[config.mk]
export PLATFORM = sky130hd
export DESIGN_NAME = param_rom_stream_ctrl
export DESIGN_NICKNAME = d
export VERILOG_FILES = /design/src/rtl/param_rom_stream_ctrl.sv
export SDC_FILE = /design/constraint.sdc
export NUM_CORES = 1
export LEC_CHECK = 0
export ABC_CLOCK_PERIOD_IN_PS = 2300
export CORE_MARGIN = 4
export CORE_UTILIZATION = 50
export DETAILED_ROUTE_END_ITERATION = 16
export GPL_ROUTABILITY_DRIVEN = 0
export PLACE_DENSITY = 0.84
export SLEW_MARGIN = 20
export SYNTH_ARGS = -nofsm -noshare
export SYNTH_HDL_FRONTEND = slang
export SYNTH_SLANG_ARGS = --single-unit
[constraint.sdc]
create_clock -name clk -period 2.3 [get_ports clk]
set_clock_uncertainty 0.1 [all_clocks]
set_input_delay 0.46 -clock clk [delete_from_list [all_inputs] [get_ports clk]]
set_output_delay 0.46 -clock clk [all_outputs]
set_load 0.005 [all_outputs]
[src/rtl/param_rom_stream_ctrl.sv]
// param_rom_stream_ctrl
//   Credit-controlled read sequencer for a synchronous parameter ROM. It walks
//   addresses 0..DEPTH-1 a programmable number of times. It tracks the fixed ROM
//   read latency with a tag pipeline and buffers the returned words in a small
//   first-word-fall-through FIFO. The FIFO output is presented as a valid/ready
//   stream with a per-pass last marker.
//
// Ports
//   clk, rst            clock, synchronous active-high reset
//   start, num_passes   job request (sampled in IDLE), pass count latched on start
//   busy, done          busy outside IDLE; done pulses one cycle at job end
//   rom_addr, rom_ce    ROM read address and clock enable
//   rom_q               ROM read data, ROM_LATENCY cycles after address
//   data_out*           output stream (data, valid, ready, last)
module param_rom_stream_ctrl #(
  parameter int DATA_WIDTH  = 32,
  parameter int DEPTH       = 24,
  parameter int ADDR_WIDTH  = $clog2(DEPTH) + 1,
  parameter int ROM_LATENCY = 2,
  parameter int FIFO_DEPTH  = 4,
  parameter int PASS_WIDTH  = 16
) (
  input  logic                  clk,
  input  logic                  rst,
  input  logic                  start,
  input  logic [PASS_WIDTH-1:0] num_passes,
  output logic                  busy,
  output logic                  done,
  output logic [ADDR_WIDTH-1:0] rom_addr,
  output logic                  rom_ce,
  input  logic [DATA_WIDTH-1:0] rom_q,
  output logic [DATA_WIDTH-1:0] data_out,
  output logic                  data_out_valid,
  input  logic                  data_out_ready,
  output logic                  data_out_last
);

  localparam int CNT_W = $clog2(FIFO_DEPTH + ROM_LATENCY + 1);
  localparam int PTR_W = (FIFO_DEPTH > 1) ? $clog2(FIFO_DEPTH) : 1;

  typedef enum logic [1:0] {IDLE, FETCH, DRAIN, DONE} state_t;

  state_t                  state, state_nxt;
  logic [ADDR_WIDTH-1:0]   addr_cnt;
  logic [PASS_WIDTH-1:0]   pass_cnt;
  logic [PASS_WIDTH-1:0]   passes_q;

  // Tag pipeline: index 0 is one cycle after issue, ROM_LATENCY-1 lines up with rom_q.
  logic [ROM_LATENCY-1:0]  vld_p;
  logic [ROM_LATENCY-1:0]  last_p;

  logic [DATA_WIDTH-1:0]   fifo_data [FIFO_DEPTH];
  logic                    fifo_last [FIFO_DEPTH];
  logic [PTR_W-1:0]        rd_ptr, wr_ptr;
  logic [CNT_W-1:0]        fifo_count;
  logic [CNT_W-1:0]        inflight;

  logic                    issue;
  logic                    at_last_addr;
  logic                    final_issue;
  logic                    push;
  logic                    pop;
  logic                    fifo_empty;

  function automatic logic [PTR_W-1:0] next_ptr(input logic [PTR_W-1:0] p);
    return (p == PTR_W'(FIFO_DEPTH - 1)) ? '0 : p + 1'b1;
  endfunction

  always_comb begin
    inflight = '0;
    for (int i = 0; i < ROM_LATENCY; i++) begin
      inflight = inflight + CNT_W'(vld_p[i]);
    end
  end

  // Credits use start-of-cycle counts only; a pop in this cycle frees space next cycle.
  assign issue        = (state == FETCH) && ((fifo_count + inflight) < CNT_W'(FIFO_DEPTH));
  assign at_last_addr = (addr_cnt == ADDR_WIDTH'(DEPTH - 1));
  assign final_issue  = issue && at_last_addr && (pass_cnt == passes_q - 1'b1);
  assign fifo_empty   = (fifo_count == '0);
  assign push         = vld_p[ROM_LATENCY-1];
  assign pop          = !fifo_empty && data_out_ready;

  assign busy           = (state != IDLE);
  assign done           = (state == DONE);
  assign rom_ce         = (state == FETCH) || (state == DRAIN);
  assign rom_addr       = addr_cnt;
  assign data_out_valid = !fifo_empty;
  assign data_out       = fifo_data[rd_ptr];
  assign data_out_last  = fifo_last[rd_ptr];

  always_comb begin
    state_nxt = state;
    case (state)
      IDLE:    if (start) state_nxt = (num_passes == '0) ? DONE : FETCH;
      FETCH:   if (final_issue) state_nxt = DRAIN;
      DRAIN:   if ((inflight == '0) && fifo_empty) state_nxt = DONE;
      DONE:    state_nxt = IDLE;
      default: state_nxt = IDLE;
    endcase
  end

  // Stage p0: address issue, pass counting, tag entry into the latency pipeline
  always_ff @(posedge clk) begin
    if (rst) begin
      state    <= IDLE;
      addr_cnt <= '0;
      pass_cnt <= '0;
      passes_q <= '0;
      vld_p    <= '0;
    end else begin
      state <= state_nxt;
      if ((state == IDLE) && start) begin
        addr_cnt <= '0;
        pass_cnt <= '0;
        passes_q <= num_passes;
      end else if (issue) begin
        if (at_last_addr) begin
          addr_cnt <= '0;
          pass_cnt <= pass_cnt + 1'b1;
        end else begin
          addr_cnt <= addr_cnt + 1'b1;
        end
      end
      // Tags advance in lock-step with the ROM pipeline, which only moves while ce=1.
      if (rom_ce) begin
        vld_p[0] <= issue;
        for (int i = 1; i < ROM_LATENCY; i++) vld_p[i] <= vld_p[i-1];
      end
    end
  end

  always_ff @(posedge clk) begin
    if (rom_ce) begin
      last_p[0] <= at_last_addr;
      for (int i = 1; i < ROM_LATENCY; i++) last_p[i] <= last_p[i-1];
    end
  end

  // Stage p1: ROM word capture into the FWFT buffer
  always_ff @(posedge clk) begin
    if (rst) begin
      rd_ptr     <= '0;
      wr_ptr     <= '0;
      fifo_count <= '0;
    end else begin
      if (push) wr_ptr <= next_ptr(wr_ptr);
      if (pop)  rd_ptr <= next_ptr(rd_ptr);
      case ({push, pop})
        2'b10:   fifo_count <= fifo_count + 1'b1;
        2'b01:   fifo_count <= fifo_count - 1'b1;
        default: fifo_count <= fifo_count;
      endcase
    end
  end

  // Words arriving during reset belong to the abandoned job and are dropped.
  always_ff @(posedge clk) begin
    if (push && !rst) begin
      fifo_data[wr_ptr] <= rom_q;
      fifo_last[wr_ptr] <= last_p[ROM_LATENCY-1];
    end
  end

endmodule
# [After elaboration in Yosys (flattened, before gate mapping)]
# Memories as Yosys holds them, arrays and structs flattened. A register that Yosys moved wholly into a read port is not among the register bits.
# Index checks and enable logic that the tools add are counted.
[op_classes] addsub=9 n_lt_le_gt_ge=1 eq_ne=12 muxes=15 reduce_logical=19
[ops] op="2-bit 2-to-1 mux" n=10
[ops] op="16-bit by 1-bit adder with 16-bit output, second input constant" n=1
[ops] op="16-bit == test" n=1
[ops] op="16-bit zero test" n=1
[ops] op="16-bit by 1-bit subtractor with 16-bit output, second input constant" n=1
[ops] op="2-bit == test, second input constant" n=5
[ops] op="2-bit case mux with 4 select lines" n=1
[ops] op="1-bit logical AND" n=7
[ops] op="6-bit by 1-bit adder with 6-bit output, second input constant" n=1
[ops] op="6-bit by 5-bit == test with 1-bit output, second input constant" n=1
[ops] op="3-bit zero test" n=2
[ops] op="6-bit 2-to-1 mux" n=1
[ops] op="3-bit case mux with 2 select lines" n=1
[ops] op="2-bit by 1-bit adder with 2-bit output, second input constant" n=2
[ops] op="2-bit by 1-bit == test with 1-bit output, second input constant" n=2
[ops] op="2-bit inequality test, second input constant" n=2
[ops] op="2-bit nonzero test" n=2
[ops] op="3-bit by 1-bit adder with 3-bit output, second input constant" n=1
[ops] op="3-bit by 2-bit adder with 3-bit output" n=1
[ops] op="3-bit less-than comparator, second input constant" n=1
[ops] op="3-bit AND reduction" n=1
[ops] op="3-bit by 1-bit subtractor with 3-bit output, second input constant" n=1
[ops] op="1-bit by 1-bit adder with 2-bit output" n=1
[ops] op="1-bit zero test" n=2
[ops] op="other kinds (6)" n=7
[totals] reg_bits=51 ram_bits=132 inputBits=52 output_inout_bits=43 wordCells=67 memories=2
[memory_table] name="fifo_data" depth=4 word_bits=32 read_ports=1 rd_ports_with_merged_regs=1 write_ports=1 line_no="52" rtl="logic [DATA_WIDTH-1:0] fifo_data [FIFO_DEPTH];"
[memory_table] name="fifo_last" depth=4 word_bits=1 read_ports=1 rd_ports_with_merged_regs=1 write_ports=1 line_no="53" rtl="logic fifo_last [FIFO_DEPTH];"

# [Depth between registers and ports, before layout]
[logic_depth] depth_word=8 ltp_mapped=10 depth_no_buf=10

# [Worst setup path before layout]
# No wires, ideal clock.
[synth_path] kind="register to register" startpoint="register passes_q[0]" endpoint="register state[1]" setup_ns=0.121 arrival_ns=2.165 required_time_ns=2.079 path_slack_ns=-0.086 stages_incl_launch_ff=10 path_buffers=0 synth_period_minus_slack_ns=2.386 path_cell_list="dfxtp_1 > inv_1 > ha_1 > nor3b_2 > nand2_1 > nor4_1 > a311oi_1 > nor3_1 > a31oi_4 > mux2_4"
[synth_via] elab_chain_len=5
[synth_lines] element="start: declaration" line_no="46" rtl="logic [PASS_WIDTH-1:0] passes_q;"
[synth_lines] element="start signal: assignment" line_no="116" rtl="passes_q <= num_passes;"
[synth_lines] element="16-bit by 1-bit subtractor with 16-bit output" line_no="79" rtl="assign final_issue = issue && at_last_addr && (pass_cnt == passes_q - 1'b1);"
[synth_lines] element="16-bit == test" line_no="79"
[synth_lines] element="1-bit logical AND" line_no="79"
[synth_lines] element="2-bit inequality test (no source line)"
[synth_lines] element="3-bit AND reduction (no source line)"
[synth_lines] element="end signal: assignment" line_no="112" rtl="state <= state_nxt;"
[synth_lines] element="end: declaration" line_no="43" rtl="state_t state, state_nxt;"
# No other way between the ends.
# A chain may end at the register's enable or synchronous reset.

# [Worst setup path after layout]
[layout_path] startpoint="register passes_q[5]" endpoint="register state[1]"
# The elaborated chain is that of the path after synthesis.

==> results.md <==
* Status: finished with violations
* Failing checks: setup timing
* Antenna viol nets, final at 0
* Peak Freq at 422 MHz
* Setup ws final at -0.0690 ns
* Port bufs at 94
* Clock sink count at 185
* Vias per Instance at 5.64
* Area occupied by multi-input gates at 2730 um^2
* WP data arrival at 2.59 ns
* Initial detailed-routing violation count at 278
* Hold WC Path Type: reg -> reg
* Power density cells at 826 nW/um^2
* Reg area at 5060 um^2
* Tot GR Track Use at 20.6%
* TritonCTS Buffers at 17
* DR WL/cell at 19.9 um
* Floorplan row count at 45
* Vias at 5041
* Chip width at 132 um
* Setup TNS at -0.0900 ns
* Placed Area at 9360 um^2
* Critical Path Start Type: register
* GRT overflow at 0
* CP endpoint kind: register
* Clk root buf: clkbuf_16
* Max-Slew Margin vs Limit at 65.8%
* Worst VDD drop at 581 uV
* Synth cell types at 50
* Synth warn at 0
* CP Data Required Time at 2.52 ns
* Hold Violations, Final at 0
* Core Region at 15200 um^2
* Initial Util at 50.9%
* Global-route wire length before repair at 28100 um
* Final number of setup-violating endpoints at 3
* Top fanout value on the critical path at 4
* CTS tree: built
* Routed WL at 17800 um
* Final Instance Area at 10200 um^2
* Hold WS at 0.356 ns
* Area grow syn2layout at 31.3%
* Post-synthesis net count at 607
* Post-synth EDFFs at 134
* Mapped Area at 7740 um^2
* Leak Pwr at 3.48 nW
* Vias in the first global route at 5243
* Nets at 763
* Worst Tran Pin Value at 0.514 ns
* Max-slew violations at 0
* Async set or reset register ratio after synthesis at 0%
* Critical path class: reg -> reg
* HPWL after detailed placement at 11300 um
* Ys flop type: edfxtp_1
* CTS H-tree depth at 4
* RSZ-0062 raised after global routing: yes
* Avg Inst Size Synth at 14.4 um^2
* Reg clk slew, reported paths at 0.07 ns
* Drt first pass iters at 5
* Hold path depth at 0
* Worst skew pair latency at 0.43 ns
* Post-synthesis cell count at 537
* Reg2reg path depth at 7
* MaxCap Viol Count at 0
* Filler cell count at 1013
* Synthesized flop and latch total at 185
* Initial antenna violation count at 0
* Proportion of layout cells with a drive suffix above 1 at 30.3%
* Min Tclk post-route at 2.37 ns
* DIE AREA at 17500 um^2
* # diodes at 0
* # DRC at 0
* Hold_buf cts at 0
* CTS max path bufs at 2
* Tcrit/Tclk final at 103%
* Largest net degree at the start of global routing at 34
* Die Ht at 132 um
* Seq/Total Area, Yosys at 65.2%
* Number of placed I/O pins at 95
==> metal layers <==
| metal | vias to the layer above | share of wire (%) | global-route usage, % |
|---|---|---|---|
| met1 | 2522 | 40 | 26.6 |
| met4 | 0 | 2.0 | 6.29 |
| li1 | 2313 | - | - |
| met5 | - | 0 | 0 |
| met3 | 26 | 5.9 | 4.62 |
| met2 | 180 | 52 | 35.1 |
==> layout make-up <==
class	instances	share of cell area [%]
clock buffer	18	4.22
multi-input combinational	309	26.8
clock inverter	14	1.82
tap	188	2.32
timing repair buffer	160	14.2
inverter	20	0.764
sequential	185	49.9
==> cell usage in the layout, fill, tap and decap left out, types with 3 or more instances in the layout <==
master / n
xnor2_1: 25
or4_4: 3
nand3_1: 7
nand2b_1: 4
buf_6: 9
ha_4: 4
dfxtp_2: 4
clkdlybuf4s50_1: 61
nand4_1: 13
o21ai_0: 8
buf_12: 10
dfxtp_4: 4
nand2_1: 48
ha_1: 13
a21oi_2: 3
nand3b_1: 3
mux4_2: 33
nor2_1: 38
inv_1: 18
nor4_1: 3
bufinv_16: 3
clkbuf_16: 17
dfxtp_1: 43
inv_6: 4
buf_4: 51
mux2i_1: 5
edfxtp_1: 134
xor2_1: 14
clkbuf_2: 3
buf_2: 26
and2_2: 4
and2_1: 3
inv_8: 3
nor2_4: 3
nor3_1: 7
a21oi_1: 25
==> worst max-delay path, cell delays in order (launching register included) <==
cell,delay (ns)
dfxtp_2,0.34
or4_4,0.55
nor4_4,0.36
xnor2_1,0.12
a211oi_2,0.20
o21ai_2,0.09
a31oi_4,0.18
mux2_4,0.31
==> registers in the layout (all words and copies together) (netlist names), named ones only <==
register,flops
fifo_count,3
fifo_data,128
fifo_last,4
last_p,2
pass_cnt,16
passes_q,16
rd_ptr,2
rom_addr,6
state,2
vld_p,2
wr_ptr,2
==> repair_timing <==
| action | 4_1_cts | 5_1_grt |
|---|---|---|
| gates resized for setup | 157 | 47 |
| setup buffers | 10 | 4 |
| pin swaps | 16 | 16 |
| gates cloned | 2 | 0 |
| setup endpoints to repair | 50 | 49 |
==> cells by family (layout without fill, tap and decap cells) <==
family / Yosys count / count (layout) / synth area share, %
buffers and inverters: 43 / 212 / 2.28
xor gates and xnor gates: 42 / 42 / 4.75
and+or+nand+nor: 159 / 159 / 10.3
AOI/OAI and AO/OA: 51 / 51 / 4.04
DFF: 185 / 185 / 65.2
adders and majority gates: 18 / 18 / 3.01
muxes: 39 / 39 / 10.4
==> cell usage after synthesis (2+ instances only) <==
library cell | number | area share [%]
a21oi_1 | 28 | 1.8
and2_1 | 8 | 0.65
and3_1 | 2 | 0.16
buf_1 | 6 | 0.29
buf_4 | 2 | 0.19
clkbuf_1 | 14 | 0.68
dfxtp_1 | 51 | 13
edfxtp_1 | 134 | 52
ha_1 | 17 | 2.7
inv_1 | 20 | 0.97
mux2i_1 | 5 | 0.65
mux4_2 | 33 | 9.6
nand2_1 | 49 | 2.4
nand2b_1 | 4 | 0.32
nand3_1 | 7 | 0.45
nand3b_1 | 3 | 0.29
nand4_1 | 13 | 1.1
nor2_1 | 43 | 2.1
nor3_1 | 10 | 0.65
nor4_1 | 4 | 0.32
o21ai_0 | 10 | 0.65
or3_1 | 4 | 0.32
or4_4 | 3 | 0.44
xnor2_1 | 27 | 3.1
xor2_1 | 15 | 1.7
==> through the flow <==
stage | instances | worst slack, ns | total power [mW] | util (%)
floorplan | 537 | -0.0288 | 4.64 | -
global placement | 853 | -0.0975 | 5.21 | 61.6
detailed placement | 853 | -0.236 | 5.27 | 61.6
CTS | 895 | -0.0772 | 8.34 | 66.2
global route | 894 | -0.175 | 8.73 | 66.8
finish | 894 | -0.0690 | 8.39 | 66.8
==> worst paths after layout <==
kind | from | endpoint | slack [ns]
max | passes_q[5] | state[1] | -0.07
min reg2reg | last_p[0] | last_p[1] | 0.36
min | last_p[0] | last_p[1] | 0.36
max reg2reg | passes_q[5] | state[1] | -0.07
==> report_power, final <==
part / internal (mW) / switching [mW] / total [mW]
combinational: 0.812 / 0.738 / 1.55
clock: 1.74 / 1.29 / 3.04
sequential: 3.69 / 0.106 / 3.80
Power figures use the tool's default switching activity.
